File: src/rtl/alu_muldiv_pkg.sv
// Shared types and helpers for the iterative RV32M multiply/divide unit.
package alu_muldiv_pkg;

  typedef enum logic [2:0] {
    OP_MUL    = 3'b000,
    OP_MULH   = 3'b001,
    OP_MULHSU = 3'b010,
    OP_MULHU  = 3'b011,
    OP_DIV    = 3'b100,
    OP_DIVU   = 3'b101,
    OP_REM    = 3'b110,
    OP_REMU   = 3'b111
  } muldiv_op_e;

  typedef enum logic [1:0] {
    IDLE = 2'd0,
    BUSY = 2'd1,
    DONE = 2'd2
  } muldiv_state_e;

  localparam int DATA_WIDTH_DEF = 32;
  localparam int CNT_W = $clog2(DATA_WIDTH_DEF);

  function automatic logic is_signed_a(input muldiv_op_e op);
    return op inside {OP_MULH, OP_MULHSU, OP_DIV, OP_REM};
  endfunction

  function automatic logic is_signed_b(input muldiv_op_e op);
    return op inside {OP_MULH, OP_DIV, OP_REM};
  endfunction

endpackage

File: src/rtl/alu_muldiv_datapath.sv
// Magnitude shift-add multiplier / restoring divider sharing one 2W work register,
// with sign fixup on the way out. Advanced one bit per cycle by the step strobe.
module muldiv_datapath
  import alu_muldiv_pkg::*;
#(
  parameter int DATA_WIDTH = 32
) (
  input  logic                  clk,
  input  logic                  load,
  input  logic                  step,
  input  muldiv_op_e            op,
  input  logic [DATA_WIDTH-1:0] srcA,
  input  logic [DATA_WIDTH-1:0] srcB,
  output logic [DATA_WIDTH-1:0] result
);

  localparam int W = DATA_WIDTH;

  logic [2*W-1:0] work;
  logic [W-1:0]   divisor;
  muldiv_op_e     opReg;
  logic           negMain;
  logic           negRem;

  logic           negA, negB;
  logic [W-1:0]   absA, absB;
  logic [W:0]     mulSum, divTop, divDiff;
  logic [2*W-1:0] workNext;
  logic [2*W-1:0] product;
  logic [W-1:0]   quotient, remainder;

  always_comb begin
    negA = is_signed_a(op) && srcA[W-1];
    negB = is_signed_b(op) && srcB[W-1];
    absA = negA ? -srcA : srcA;
    absB = negB ? -srcB : srcB;
  end

  // Multiply: upper half accumulates, multiplier drains out of the lower half.
  // Divide: shift the partial remainder left and subtract the divisor if it fits.
  always_comb begin
    mulSum  = {1'b0, work[2*W-1:W]} + (work[0] ? {1'b0, divisor} : '0);
    divTop  = work[2*W-1:W-1];
    divDiff = divTop - {1'b0, divisor};
    if (opReg[2]) begin
      workNext = divDiff[W] ? {divTop[W-1:0], work[W-2:0], 1'b0}
                            : {divDiff[W-1:0], work[W-2:0], 1'b1};
    end else begin
      workNext = {mulSum, work[W-1:1]};
    end
  end

  always_ff @(posedge clk) begin
    if (load) begin
      work    <= {{W{1'b0}}, absA};
      divisor <= absB;
      opReg   <= op;
      negMain <= negA ^ negB;
      negRem  <= negA;
    end else if (step) begin
      work <= workNext;
    end
  end

  always_comb begin
    product   = negMain ? -work : work;
    quotient  = negMain ? -work[W-1:0] : work[W-1:0];
    remainder = negRem ? -work[2*W-1:W] : work[2*W-1:W];
    case (opReg)
      OP_MUL:                       result = product[W-1:0];
      OP_MULH, OP_MULHSU, OP_MULHU: result = product[2*W-1:W];
      OP_DIV, OP_DIVU:              result = quotient;
      default:                      result = remainder;
    endcase
  end

endmodule

File: src/rtl/alu_muldiv.sv
// Iterative RV32M multiply/divide unit: FSM, bit counter, handshakes and fast paths.
// Define ALU_MULDIV_FAST_MUL_EN to compute MUL* ops in one cycle with a single multiplier.
module alu_muldiv
  import alu_muldiv_pkg::*;
#(
  parameter int DATA_WIDTH    = 32,
  parameter int OPCODE_LENGTH = 3
) (
  input  logic                     clk,
  input  logic                     rst_n,
  input  logic                     flush,
  input  logic                     in_valid,
  output logic                     in_ready,
  input  logic [OPCODE_LENGTH-1:0] Operation,
  input  logic [DATA_WIDTH-1:0]    SrcA,
  input  logic [DATA_WIDTH-1:0]    SrcB,
  output logic                     out_valid,
  input  logic                     out_ready,
  output logic [DATA_WIDTH-1:0]    Result
);

  localparam int W = DATA_WIDTH;
  // Counter is never narrower than the package default width.
  localparam int CntW = (W > (1 << CNT_W)) ? $clog2(W) : CNT_W;
  localparam logic [W-1:0] MinVal = {1'b1, {(W-1){1'b0}}};

  muldiv_state_e state, nextState;
  logic [CntW-1:0] count;
  muldiv_op_e      op;
  logic            accept;
  logic            divZero, overflow;
  logic            fastHit, fastHitReg;
  logic [W-1:0]    fastVal, fastValReg;
  logic [W-1:0]    dpResult;

  assign op       = muldiv_op_e'(Operation[2:0]);
  assign in_ready = (state == IDLE);
  assign accept   = in_valid && in_ready && !flush;

`ifdef ALU_MULDIV_FAST_MUL_EN
  logic [2*W-1:0] fastProd;
  assign fastProd = {{W{is_signed_a(op) & SrcA[W-1]}}, SrcA} *
                    {{W{is_signed_b(op) & SrcB[W-1]}}, SrcB};
`endif

  // Ops whose answer is known in the accept cycle skip the iteration entirely.
  always_comb begin
    divZero  = op[2] && (SrcB == '0);
    overflow = (op == OP_DIV || op == OP_REM) && (SrcA == MinVal) && (SrcB == '1);
    fastHit  = 1'b0;
    fastVal  = '0;
    if (divZero) begin
      fastHit = 1'b1;
      fastVal = op[1] ? SrcA : '1;
    end else if (overflow) begin
      fastHit = 1'b1;
      fastVal = op[1] ? '0 : MinVal;
    end
`ifdef ALU_MULDIV_FAST_MUL_EN
    else if (!op[2]) begin
      fastHit = 1'b1;
      fastVal = (op == OP_MUL) ? fastProd[W-1:0] : fastProd[2*W-1:W];
    end
`endif
  end

  always_comb begin
    nextState = state;
    case (state)
      IDLE:    if (accept) nextState = fastHit ? DONE : BUSY;
      BUSY:    if (count == CntW'(W - 1)) nextState = DONE;
      DONE:    if (out_valid && out_ready) nextState = IDLE;
      default: nextState = IDLE;
    endcase
    if (flush) nextState = IDLE;
  end

  // Result is captured on the first DONE cycle, then held until consumed.
  always_ff @(posedge clk) begin
    if (!rst_n) begin
      state      <= IDLE;
      count      <= '0;
      out_valid  <= 1'b0;
      Result     <= '0;
      fastHitReg <= 1'b0;
      fastValReg <= '0;
    end else begin
      state <= nextState;
      if (flush) begin
        out_valid <= 1'b0;
      end else if (state == DONE && !out_valid) begin
        out_valid <= 1'b1;
        Result    <= fastHitReg ? fastValReg : dpResult;
      end else if (state == DONE && out_ready) begin
        out_valid <= 1'b0;
      end
      if (accept) begin
        count      <= '0;
        fastHitReg <= fastHit;
        fastValReg <= fastVal;
      end else if (state == BUSY) begin
        count <= count + CntW'(1);
      end
    end
  end

  muldiv_datapath #(
    .DATA_WIDTH(W)
  ) u_datapath (
    .clk   (clk),
    .load  (accept),
    .step  (state == BUSY),
    .op    (op),
    .srcA  (SrcA),
    .srcB  (SrcB),
    .result(dpResult)
  );

endmodule

File: config.mk
export PLATFORM = sky130hd
export DESIGN_NAME = alu_muldiv
export DESIGN_NICKNAME = d
export VERILOG_FILES = /design/src/rtl/alu_muldiv_pkg.sv /design/src/rtl/alu_muldiv_datapath.sv /design/src/rtl/alu_muldiv.sv
export SDC_FILE = /design/constraint.sdc
export NUM_CORES = 1
export LEC_CHECK = 0
export CAP_MARGIN = 10
export CORE_AREA = 3 3 187 189
export DETAILED_ROUTE_END_ITERATION = 7
export DIE_AREA = 0 0 190 192
export GPL_TIMING_DRIVEN = 0
export PLACE_DENSITY = 0.68
export SLEW_MARGIN = 25
export SYNTH_ARGS = -nofsm -noshare
export SYNTH_HDL_FRONTEND = slang
export SYNTH_SLANG_ARGS = --single-unit
File: constraint.sdc
create_clock -name clk -period 8.1 [get_ports clk]
set_input_delay 2.43 -clock clk [delete_from_list [all_inputs] [get_ports clk]]
set_output_delay 2.43 -clock clk [all_outputs]
set_load 0.03 [all_outputs]
## Word-level counts from Yosys, hierarchy flattened

Index checks and enable logic that the tools add are counted.
Widths: inputs -> output; s select.

- Input port bits: 72
- Flip-flop bits (word level): 174
- Output and inout bits: 34

- Bitwise gates (word level): 3
- Muxes and demuxes: 25
- Eq/ne operators: 17
- Reductions and logical operators: 26
- $add $sub $neg: 8

Operators with widths:

| kind | number |
|---|---|
| $mux 32 | 12 |
| $mux 64 | 3 |
| $neg 32->32 | 4 |
| $pmux 32 s3 | 1 |
| $eq 32x32->1 const B | 2 |
| $neg 64->64 | 1 |
| $add 32x32->33 | 1 |
| $sub 33x32->33 | 1 |
| $logic_not 32->1 | 1 |
| $eq 3x3->1 const B | 4 |
| $logic_and 1x1->1 | 10 |
| $eq 3x2->1 const B | 3 |
| $mux 2 | 4 |
| $eq 3x1->1 const B | 2 |
| $pmux 2 s3 | 1 |
| $reduce_or 2->1 | 3 |
| $add 5x1->5 const B | 1 |
| $eq 5x5->1 const B | 1 |
| $mux 1 | 4 |
| $ne 2x2->1 const B | 2 |
| $reduce_bool 2->1 | 2 |
| $reduce_bool 4->1 | 1 |
| $logic_not 3->1 | 1 |
| $reduce_and 3->1 | 1 |
| 11 further kinds | 13 |

## Depth between registers and ports, before layout

- Depth after elaboration: 9
- Gate-level depth with buffers: 14
- Mapped depth without buffers: 12

## Cells and area by module

Synthesis repeated with hierarchy kept, for this count alone.

- Cell total of the unflattened synthesis: 1,929
- Area total of the unflattened synthesis: 15,282.2 µm²

By module, submodules not included:

| module | cells an instance | times used | area each (µm²) | seq. area each (µm²) |
|---|---|---|---|---|
| muldiv_datapath | 1,560 | 1 | 11,920.2 | 2,712.6 |
| alu_muldiv | 369 | 1 | 3,362.0 | 1,461.4 |

## Worst setup path before layout

Ideal clock, no wire load.

- Path type: input to register
- Start point: input SrcA[6]
- End point: register u_datapath.work[29] (data pin)
- Data required time: 7,775 ps
- Library setup time: 325 ps
- Stages on the path: 9
- Data arrival time: 4,630 ps
- Path slack: 3,145 ps
- Cell sequence: or4_1 > or3_1 > or3_1 > or2_1 > nor4_4 > and2_1 > a21oi_1 > xnor2_1 > a21oi_1

- Longest elaborated chain between the ends: 3

Ends and longest elaborated chain:

| what | line | source |
|---|---|---|
| start, declared | alu_muldiv.sv:15 | `input logic [DATA_WIDTH-1:0] SrcA,` |
| $neg 32->32 | alu_muldiv_datapath.sv:35 | `absA = negA ? -srcA : srcA;` |
| $mux 32 | alu_muldiv_datapath.sv:35 |  |
| $mux 32 | alu_muldiv_datapath.sv:54 | `if (load) begin` |
| end signal, assigned | alu_muldiv_datapath.sv:55 | `work <= {{W{1'b0}}, absA};` |
| end signal, assigned | alu_muldiv_datapath.sv:61 | `work <= workNext;` |
| end, declared | alu_muldiv_datapath.sv:19 | `logic [2*W-1:0] work;` |

No other way between the ends.
A chain may end at the register's enable or synchronous reset.

## Worst setup path after layout

- Start point: input flush
- End point: register u_datapath.work[25], enable pin

- Longest elaborated chain between the ends: 3

Ends and longest elaborated chain:

| what | line | source |
|---|---|---|
| start, declared | alu_muldiv.sv:11 | `input logic flush,` |
| $logic_not 1->1 | alu_muldiv.sv:38 | `assign accept = in_valid && in_ready && !flush;` |
| $logic_and 1x1->1 | alu_muldiv.sv:38 |  |
| $reduce_bool 2->1 (no line) | -- |  |

No other way between the ends.

==> results by group <==
Yosys
  – Synth Area in Compound Gates: 25.32%
  – Mux cell area share after synthesis: 3.583%
  – Register area share after synthesis: 27.80%
  – Mapped Avg Cell Area: 7.816 sq um
  – Area contributors post-synth: dfxtp_1 (14%), edfxtp_1 (14%), xnor2_1 (6.4%)
  – Synth Cell Area: 15010 sq um
  – Area share of the largest cell type after synthesis: 14.00%
  – Syn Nets: 2066
  – Largest family of logic cells by synthesized area: compound AO/OA/AOI/OAI gates
  – Leading area contributor after synthesis: dfxtp_1
  – Most used DFF post-synth: dfxtp_1
  – Synth unique cells: 86
  – Post-synth EDFFs: 69
  – Xor and xnor fraction of the mapped netlist area: 11.13%
  – Post-synthesis register bit count: 174
  – Ys Warns: 0
  – Synth Instances: 1921
  – Post-synthesis simple-gate area fraction: 20.84%
  – Post-Synth Adder-Cell Area: 6.183%
  – Async SR Flop Fraction: 0%

Placed design
  – Global placement routability congestion: 0.9977
  – HPWL after detailed placement: 45810 um
  – Cell Area, Placed: 16630 sq um
  – PortBufs: 105
  – Pre-CTS setup slack: 1.709 ns

Critical path
  – Reg2reg start: u_datapath.work[0]
  – CP arrival: 6.24 ns
  – Worst setup SP type: input pin
  – Kind of critical path: in -> reg
  – CP max FO: 33
  – Setup crit end kind: register
  – Max incr delay on CP: 0.66 ns
  – CP max stage cell: clkbuf_1
  – CP startpoint: flush
  – Data required time of the worst path: 8.17 ns
  – Crit-path cells: clkdlybuf4s50_1, nand3b_1, clkbuf_1, clkinv_1, nor2_1, clkbuf_1, inv_2
  – Most frequent cell on the critical path: clkbuf_1

Min path
  – Min-Delay Path Class: reg -> reg
  – Min-delay src: fastValReg[24]

STA
  – Hold Vio Cnt, Final: 0
  – Worst Tran Pin Value: 0.9756 ns
  – Final max-slew violation count: 0
  – # setup viols final: 0
  – Relative slew slack: 34.11%
  – Hold slack final: 0.4511 ns
  – Tmin final: 6.167 ns
  – Clock skew: 0.01719 ns
  – Tcrit/Tclk final: 76.14%
  – RSZ-0062 raised after global routing: false
  – FMAX: 0.1621 GHz
  – Final WS setup: 1.933 ns
  – Post-Route Setup TNS: 0 ns

Power and ir drop
  – Switching portion of total power: 38.63%
  – Internal: 1818 uW
  – Comb pwr share: 35.3%
  – Cell leakage power: 0.006505 uW
  – Pwr Density: 171.8 nW/um^2
  – Worst VDD drop: 0.1230 mV
  – Power, Total: 2963 uW
  – Seq pwr share: 35.0%
  – Net switching power: 1145 uW
  – Clk pwr share: 29.7%

Drt
  – DRC viols: 0
  – Via count: 15780
  – Via density per instance: 6.296
  – Routed wire length: 58460 um
  – DRT iter0 DRCs: 2091
  – Antenna Nets Post-Route: 0
  – WL/cell: 23.33 um
  – DRT Pass-1 Iters: 7

Floorplan
  – Die area: 36480 sq um
  – Die height: 192 um
  – Core Rows: 67
  – Initial core utilization: 44.89%
  – Core area: 33450 sq um
  – Boundary Pins: 106
  – Chip Width: 190 um

Layout
  – Fin nets: 2190
  – Area growth syn-to-layout: 14.85%
  – Commonest non-fill, non-tap cell in the layout: nand2_1
  – Most frequent cells in the layout: nand2_1 (185), o21ai_0 (170), a21oi_1 (153)
  – Layout cells sized above 1: 4.908%
  – Final Cell Area: 17240 sq um
  – Layout filler cell count: 3237
  – # diodes: 0

CTS
  – Skew-Pair Late Insertion Delay: 0.46 ns
  – CTS max path bufs: 2
  – Post-CTS setup buffer count: 0
  – CTS Buf Count: 17
  – Root buffer cell: clkbuf_16
  – CTS tree: done
  – Num Clock Sinks: 174
  – H-tree depth: 4
  – PostCTS Resize Cnt: 0
  – Clock Pin Slew Worst Setup and Hold Paths: 0.07 ns
  – Post-CTS Hold Buffers: 0

Job
  – Max-cap violations: 0

Status
  – Status: finished, final reports clean

Global route
  – All-Layer GR Usage: 31.18%
  – Largest net degree at the start of global routing: 47
  – First-pass GRT wire length: 86770 um
  – Total grt overflow: 0
  – Antenna violations before repair: 0
  – Vias in the first global route: 14410
## worst paths after layout
kind | slack, ns | to | cells after the start
worst min register to register | 0.45 | fastValReg[24] | 2
worst max register to register | 3.73 | u_datapath.work[59] | 13
worst max-delay path | 1.93 | u_datapath.work[25] | 7
worst min-delay path | 0.45 | fastValReg[24] | 2
## state kept, by name, indices dropped and copies added (netlist names)
register            cells
Result                 32
count                   5
fastHitReg              1
fastValReg             32
out_valid               1
state                   2
u_datapath.divisor     32
u_datapath.negMain      1
u_datapath.negRem       1
u_datapath.opReg        3
u_datapath.work        64
## routing by layer
metal	wire length [um]	vias up	track usage [%]
met5	0	-	0
met1	26110	7497	45.98
li1	-	7252	-
met4	1794	0	10.24
met3	5541	111	4.125
met2	25010	919	46.90
## Yosys cell counts (all sizes together), types with 45 or more instances
cell and instances:
dfxtp 105, nor2 148, o21ai 227, xor2 80, a21oi 154, ha 71, xnor2 110, nor2b 45
inv 63, edfxtp 69, mux2i 47, clkbuf 108, nand2 185
## critical path, delay by kind of cell
kind                   cells  cell delay [ns]
AND/OR/NAND/NOR            2             0.83
buffers and inverters      5             2.94
## logic make-up after synthesis
logic type                 Yosys count
AOI/OAI and AO/OA                  617
muxes                               53
and+or+nand+nor                    619
buffers and inverters              195
xor gates and xnor gates           190
adders and majority gates           73
DFF                                174
## power by group through the flow
stage	Sequential, uW	Combinational [uW]	Clock [uW]
3_5_place_dp	1050	1010	0
6_report	1040	1050	881
5_1_grt	1040	1120	913
4_1_cts	1030	1010	878
2_1_floorplan	1020	706	0
3_3_place_gp	1050	1010	0
## per-stage QoR
step / utilization [%] / cells
6_report: 51.55 / 2506
4_1_cts: 51.54 / 2506
3_3_place_gp: 49.71 / 2474
5_1_grt: 51.55 / 2506
3_5_place_dp: 49.73 / 2474
2_1_floorplan: - / 1921
## layout make-up
class	count	area, sq um	area share [%]
Buffer	129	528.0	3.062
Clock buffer	17	425.4	2.467
Clock inverter	15	177.7	1.030
Inverter	66	247.7	1.437
Multi-Input combinational cell	1552	10080	58.45
Sequential cell	174	4174	24.21
Tap cell	448	560.5	3.251
Timing Repair Buffer	105	1051	6.095
Note: power is estimated with default switching activity, not from simulation.
